===== src/rtl/clock_divider_controller.sv =====
// -----------------------------------------------------------------------------
// clock_divider_controller
//
// Owns the divisor input of the ClockDivider and changes it safely while the
// divider is running. A change request (target, step, dwell) is accepted over
// a valid/ready handshake. Each divisor update is applied only just after a
// rising edge of the divided clock. Updates can optionally ramp toward the
// target in fixed-size steps.
//
// Ports
//   clock            system clock; also clocks the divider
//   reset            asynchronous, active-high reset
//   request_valid    change request present
//   request_ready    controller can accept a request (high only when idle)
//   request_divider  target divisor
//   request_step     ramp step size; 0 jumps directly to the target
//   request_dwell    divided-clock rising edges to wait before each step
//                    (0 behaves as 1)
//   output_clock     divided clock fed back from the divider
//   clock_divider    registered divisor driven to the divider
//   busy             a request is in progress
//   done             one-cycle pulse once the target has been reached
//   timed_out        sticky per request: some wait gave up on output_clock
// -----------------------------------------------------------------------------
module clock_divider_controller #(
    parameter int                WIDTH          = 24,
    parameter logic [WIDTH-1:0]  RESET_DIVIDER  = {{(WIDTH-1){1'b0}}, 1'b1},
    parameter int                TIMEOUT_CYCLES = 1024
) (
    input  logic             clock,
    input  logic             reset,
    input  logic             request_valid,
    output logic             request_ready,
    input  logic [WIDTH-1:0] request_divider,
    input  logic [WIDTH-1:0] request_step,
    input  logic [7:0]       request_dwell,
    input  logic             output_clock,
    output logic [WIDTH-1:0] clock_divider,
    output logic             busy,
    output logic             done,
    output logic             timed_out
);

    localparam int             CW           = $clog2(TIMEOUT_CYCLES);
    localparam logic [CW-1:0]  TIMEOUT_LAST = CW'(TIMEOUT_CYCLES - 1);

    typedef enum logic [1:0] {
        S_IDLE,
        S_WAIT,
        S_APPLY,
        S_DONE
    } state_t;

    state_t           state_reg,     state_next;
    logic [WIDTH-1:0] divider_reg,   divider_next;
    logic [WIDTH-1:0] target_reg,    target_next;
    logic [WIDTH-1:0] step_reg,      step_next;
    logic [7:0]       dwell_reg,     dwell_next;
    logic [7:0]       edge_cnt_reg,  edge_cnt_next;
    logic [CW-1:0]    cycle_cnt_reg, cycle_cnt_next;
    logic             timed_out_reg, timed_out_next;
    logic             out_q;

    logic             edge_pulse;
    logic [7:0]       dwell_eff;
    logic             dwell_hit;
    logic             timeout_hit;
    logic             ramp_up;
    logic [WIDTH-1:0] distance;
    logic [WIDTH-1:0] step_value;

    // out_q resets high so output_clock already high at reset release is
    // not mistaken for a rising edge.
    assign edge_pulse  = output_clock & ~out_q;
    assign dwell_eff   = (dwell_reg == 8'd0) ? 8'd1 : dwell_reg;
    // The edge counter stays below dwell_eff, so the +1 cannot overflow.
    assign dwell_hit   = edge_pulse && ((edge_cnt_reg + 8'd1) == dwell_eff);
    assign timeout_hit = (cycle_cnt_reg == TIMEOUT_LAST);

    // Next divisor value. The distance is taken larger-minus-smaller so it
    // never wraps, and a step is clamped to the target when the remaining
    // distance is within one step, so a ramp never overshoots.
    always_comb begin
        ramp_up  = (target_reg > divider_reg);
        distance = ramp_up ? (target_reg - divider_reg) : (divider_reg - target_reg);
        if ((step_reg == '0) || (distance <= step_reg)) begin
            step_value = target_reg;
        end else if (ramp_up) begin
            step_value = divider_reg + step_reg;
        end else begin
            step_value = divider_reg - step_reg;
        end
    end

    always_ff @(posedge clock or posedge reset) begin
        if (reset) begin
            state_reg     <= S_IDLE;
            divider_reg   <= RESET_DIVIDER;
            target_reg    <= RESET_DIVIDER;
            step_reg      <= '0;
            dwell_reg     <= '0;
            edge_cnt_reg  <= '0;
            cycle_cnt_reg <= '0;
            timed_out_reg <= 1'b0;
            out_q         <= 1'b1;
        end else begin
            state_reg     <= state_next;
            divider_reg   <= divider_next;
            target_reg    <= target_next;
            step_reg      <= step_next;
            dwell_reg     <= dwell_next;
            edge_cnt_reg  <= edge_cnt_next;
            cycle_cnt_reg <= cycle_cnt_next;
            timed_out_reg <= timed_out_next;
            out_q         <= output_clock;
        end
    end

    always_comb begin
        state_next     = state_reg;
        divider_next   = divider_reg;
        target_next    = target_reg;
        step_next      = step_reg;
        dwell_next     = dwell_reg;
        edge_cnt_next  = edge_cnt_reg;
        cycle_cnt_next = cycle_cnt_reg;
        timed_out_next = timed_out_reg;

        case (state_reg)
            S_IDLE: begin
                if (request_valid) begin
                    target_next    = request_divider;
                    step_next      = request_step;
                    dwell_next     = request_dwell;
                    timed_out_next = 1'b0;
                    edge_cnt_next  = '0;
                    cycle_cnt_next = '0;
                    state_next     = (request_divider == divider_reg) ? S_DONE : S_WAIT;
                end
            end

            S_WAIT: begin
                if (dwell_hit || timeout_hit) begin
                    state_next = S_APPLY;
                    // An edge landing on the timeout cycle counts as an edge.
                    if (timeout_hit && !edge_pulse) begin
                        timed_out_next = 1'b1;
                    end
                end else begin
                    edge_cnt_next  = edge_cnt_reg + {7'd0, edge_pulse};
                    cycle_cnt_next = cycle_cnt_reg + 1'b1;
                end
            end

            S_APPLY: begin
                divider_next   = step_value;
                edge_cnt_next  = '0;
                cycle_cnt_next = '0;
                state_next     = (step_value == target_reg) ? S_DONE : S_WAIT;
            end

            S_DONE: begin
                state_next = S_IDLE;
            end

            default: begin
                state_next = S_IDLE;
            end
        endcase
    end

    assign clock_divider = divider_reg;
    assign request_ready = (state_reg == S_IDLE);
    assign busy          = (state_reg != S_IDLE);
    assign done          = (state_reg == S_DONE);
    assign timed_out     = timed_out_reg;

endmodule


===== config.mk =====
export PLATFORM = sky130hd
export DESIGN_NAME = clock_divider_controller
export DESIGN_NICKNAME = d
export VERILOG_FILES = /design/src/rtl/clock_divider_controller.sv
export SDC_FILE = /design/constraint.sdc
export NUM_CORES = 1
export LEC_CHECK = 0
export ABC_AREA = 1
export ABC_CLOCK_PERIOD_IN_PS = 5000
export BUFFER_PORTS_ARGS = -buffer_cell sky130_fd_sc_hd__buf_2
export CORE_MARGIN = 1.5
export CORE_UTILIZATION = 50
export DETAILED_ROUTE_END_ITERATION = 12
export PLACE_DENSITY_LB_ADDON = 0.05
export SLEW_MARGIN = 20
export SYNTH_ARGS = -nofsm -noshare
export SYNTH_HDL_FRONTEND = slang
export SYNTH_SLANG_ARGS = --single-unit

===== constraint.sdc =====
create_clock -name clock -period 5 [get_ports clock]
set_input_delay 0.25 -clock clock [delete_from_list [all_inputs] [get_ports clock]]
set_output_delay 0.25 -clock clock [all_outputs]
set_load 0.05 [all_outputs]

==> results_dict.tcl <==
set metrics [dict create \
    wire_per_inst_um 18.1 \
    syn_area_um2 10600 \
    ff_latch_area_um2 2560 \
    cts_tree "yes" \
    hold_violations 0 \
    cts_max_level 3 \
    cts_buffers 9 \
    multi_input_area_um2 7060 \
    pin_count 88 \
    synth_edf_count 0 \
    grt_start_max_net_pins 107 \
    worst_pin_slew_ns 0.956 \
    wl_um 37100 \
    drt_drc_violations_left 0 \
    critPathMaxStageDelay_ns 0.46 \
    setup_viol 0 \
    grtUsageTotal 0.328 \
    synth_compound_area_frac 0.152 \
    rr_endpoint "state_reg[1]" \
    slew_headroom 0.361 \
    avgSynthCellArea_um2 6.51 \
    slew_viol_final 0 \
    yosysUniqueCellTypes 54 \
    synthMuxAreaShare 0.0102 \
    grt-busiest-layer "met2" \
    instances_no_fill 2049 \
    clk_latency_ns 0.38 \
    antenna_cells 0 \
    worstRegToRegCells 33 \
    clock_path_buffers 2 \
    worst-endpoint-arrival_ns 5.11 \
    first_pass_iters 5 \
    num_vias 11200 \
    synthAdderAreaFrac 0.122 \
    syn_inst 1636 \
    clk_pin_slew_ns 0.09 \
    synth-simple-area-share 0.287 \
    gr-usage-met3 0.0587 \
    use_met2 0.528 \
    gp_congestion 0.982 \
    grt.overflow.total 0 \
    grt_pass1_vias 10400 \
    rows 53 \
    initial_core_util 0.508 \
    viasPerCell 5.45 \
    syn-num-nets 1798 \
    place_hpwl_um 29600 \
    status "finished clean" \
    root_buffer "clkbuf_16" \
    ys_ff_latch 102 \
    die-height_um 149 \
    min_period_ns 4.80 \
    crit_fanout 12 \
    synth_top_family_by_area "simple AND/OR/NAND/NOR gates" \
    worst_path_max_delay_cell "dfrtp_1" \
    die_w_um 149 \
    cts_num_sinks 102 \
    final_common_cell "nand2_1" \
    synth-xor-area-share 0.0642 \
    syn_to_final_growth_pct 17.9 \
    fmax_mhz 208 \
    fillers 2089 \
    yosysSeqAreaShare 0.240 \
    path_class "flop to flop" \
    final_cell_area_um2 12500 \
    r2r_setup_slack_ns 0.20 \
    synthFlopType "dfrtp_1" \
    final_cell_mix "nand2_1, inv_1, nor2_1" \
    fp.dieArea_um2 22200 \
    cp_common_cell "nand2_1" \
    fin_hold_ws_ns 0.0392 \
    drive_above_1_share 0.142 \
    antenna_found_initial 0 \
    placed_area_um2 11700 \
    synthArstFlopShare 1.00 \
    maxCapViolCount 0 \
    fin_worst_skew_ns 0.0148 \
    grt_pass1_wl_um 55300 \
    fin_crit_sh 0.960 \
    postRouteAntennaNets 0 \
    core_um2 21000 \
    min_path_type "input port to asynchronous set/reset pin" \
    cp-end-kind "flop" \
    crit_required_ns 5.31 \
    yosysWarningCount 0 \
    port_buffers 87 \
    gr-usage-met1 0.446 \
    dp.cells 2017 \
    fin_nets 1931 \
    critPathLaunchType "flop" \
    drt_iter0_markers 939 \
    r2r_start "target_reg[14]" \
]
-- cell usage after synthesis, drive strengths merged (2+ instances only) --
master   number  share of area
a21boi        3         0.0021
a21o          4         0.0028
a21oi       128          0.060
a221oi        3         0.0025
a31o          2         0.0016
a31oi         5         0.0029
a41oi         3         0.0032
buf          17          0.012
clkbuf       19         0.0067
dfrtp        99           0.23
dfstp         3         0.0074
fa            3         0.0056
ha           99           0.12
inv         299           0.11
mux2          7         0.0074
mux2i         3         0.0028
nand2       409           0.15
nand3        88          0.043
nand3b       10         0.0071
nand4        35          0.021
nor2        147          0.053
nor3         18         0.0094
nor4          5         0.0029
o2111ai       3         0.0025
o211ai        2         0.0014
o21ai       105          0.049
o21bai        7         0.0049
o221ai        8         0.0072
o22ai         8         0.0047
o31ai         5         0.0045
or2           6         0.0035
xnor2        15          0.012
xor2         63          0.052
-- logic make-up after synthesis --
group / count (synthesis)
compound gates: 289
simple gates: 720
fa+ha+maj: 102
xor+xnor: 78
flops: 102
mux: 10
buf+inv: 335
-- area by class of cell --
cell class | count | share of cell area
Multi-Input combinational cell | 1199 | 0.563
Sequential cell | 102 | 0.204
Timing Repair Buffer | 158 | 0.0924
Inverter | 299 | 0.0907
Clock inverter | 6 | 0.00499
Clock buffer | 10 | 0.0183
Tap cell | 275 | 0.0274
-- through the flow --
step / utilization / setup slack, ns / setup TNS (ns)
CTS: 0.574 / 0.00906 / 0
global placement: 0.559 / -0.0671 / -0.0671
finish: 0.599 / 0.198 / 0
floorplan: - / 0.630 / 0
detailed placement: 0.559 / -0.0174 / -0.0174
global route: 0.599 / -0.0745 / -0.0745
-- how the worst max path moves through the flow --
stage                                start      endpoint  slack [ns]  depth (start not counted)
after floorplan           clock_divider[1]  state_reg[1]        0.63                         32
after global placement    clock_divider[0]  state_reg[1]       -0.07                         31
after detailed placement  clock_divider[0]  state_reg[1]       -0.02                         33
after CTS                 clock_divider[0]  state_reg[1]       0.009                         31
after global routing         target_reg[8]  state_reg[1]       -0.07                         33
final                       target_reg[14]  state_reg[1]        0.20                         33
-- critical path: cells and delay by family (launching register included) --
kind	cells	cell delay, ns
xor+xnor	1	0.17
simple gates	20	2.25
fa+ha+maj	2	0.69
buf+inv	6	0.65
compound gates	4	0.47
flops	1	0.46
-- layer usage --
metal | wire (um) | up-vias | share of wire
met5 | 0 | - | 0
met4 | 1050 | 0 | 0.028
met3 | 2800 | 55 | 0.075
met2 | 16600 | 385 | 0.45
met1 | 16700 | 5208 | 0.45
li1 | - | 5516 | -
-- repair_timing --
| item | CTS | global route |
|---|---|---|
| hold endpoints to repair | 1 | 0 |
| setup buffers | 0 | 11 |
| pin swaps | 0 | 19 |
| endpoints found under the setup margin | 1 | 11 |
| hold buffers | 1 | 0 |
| gates cloned | 0 | 3 |
| gates resized for setup | 4 | 68 |
Power is not shown: default switching activity piles up to over one toggle a cycle in this logic, so the estimate is an artifact.
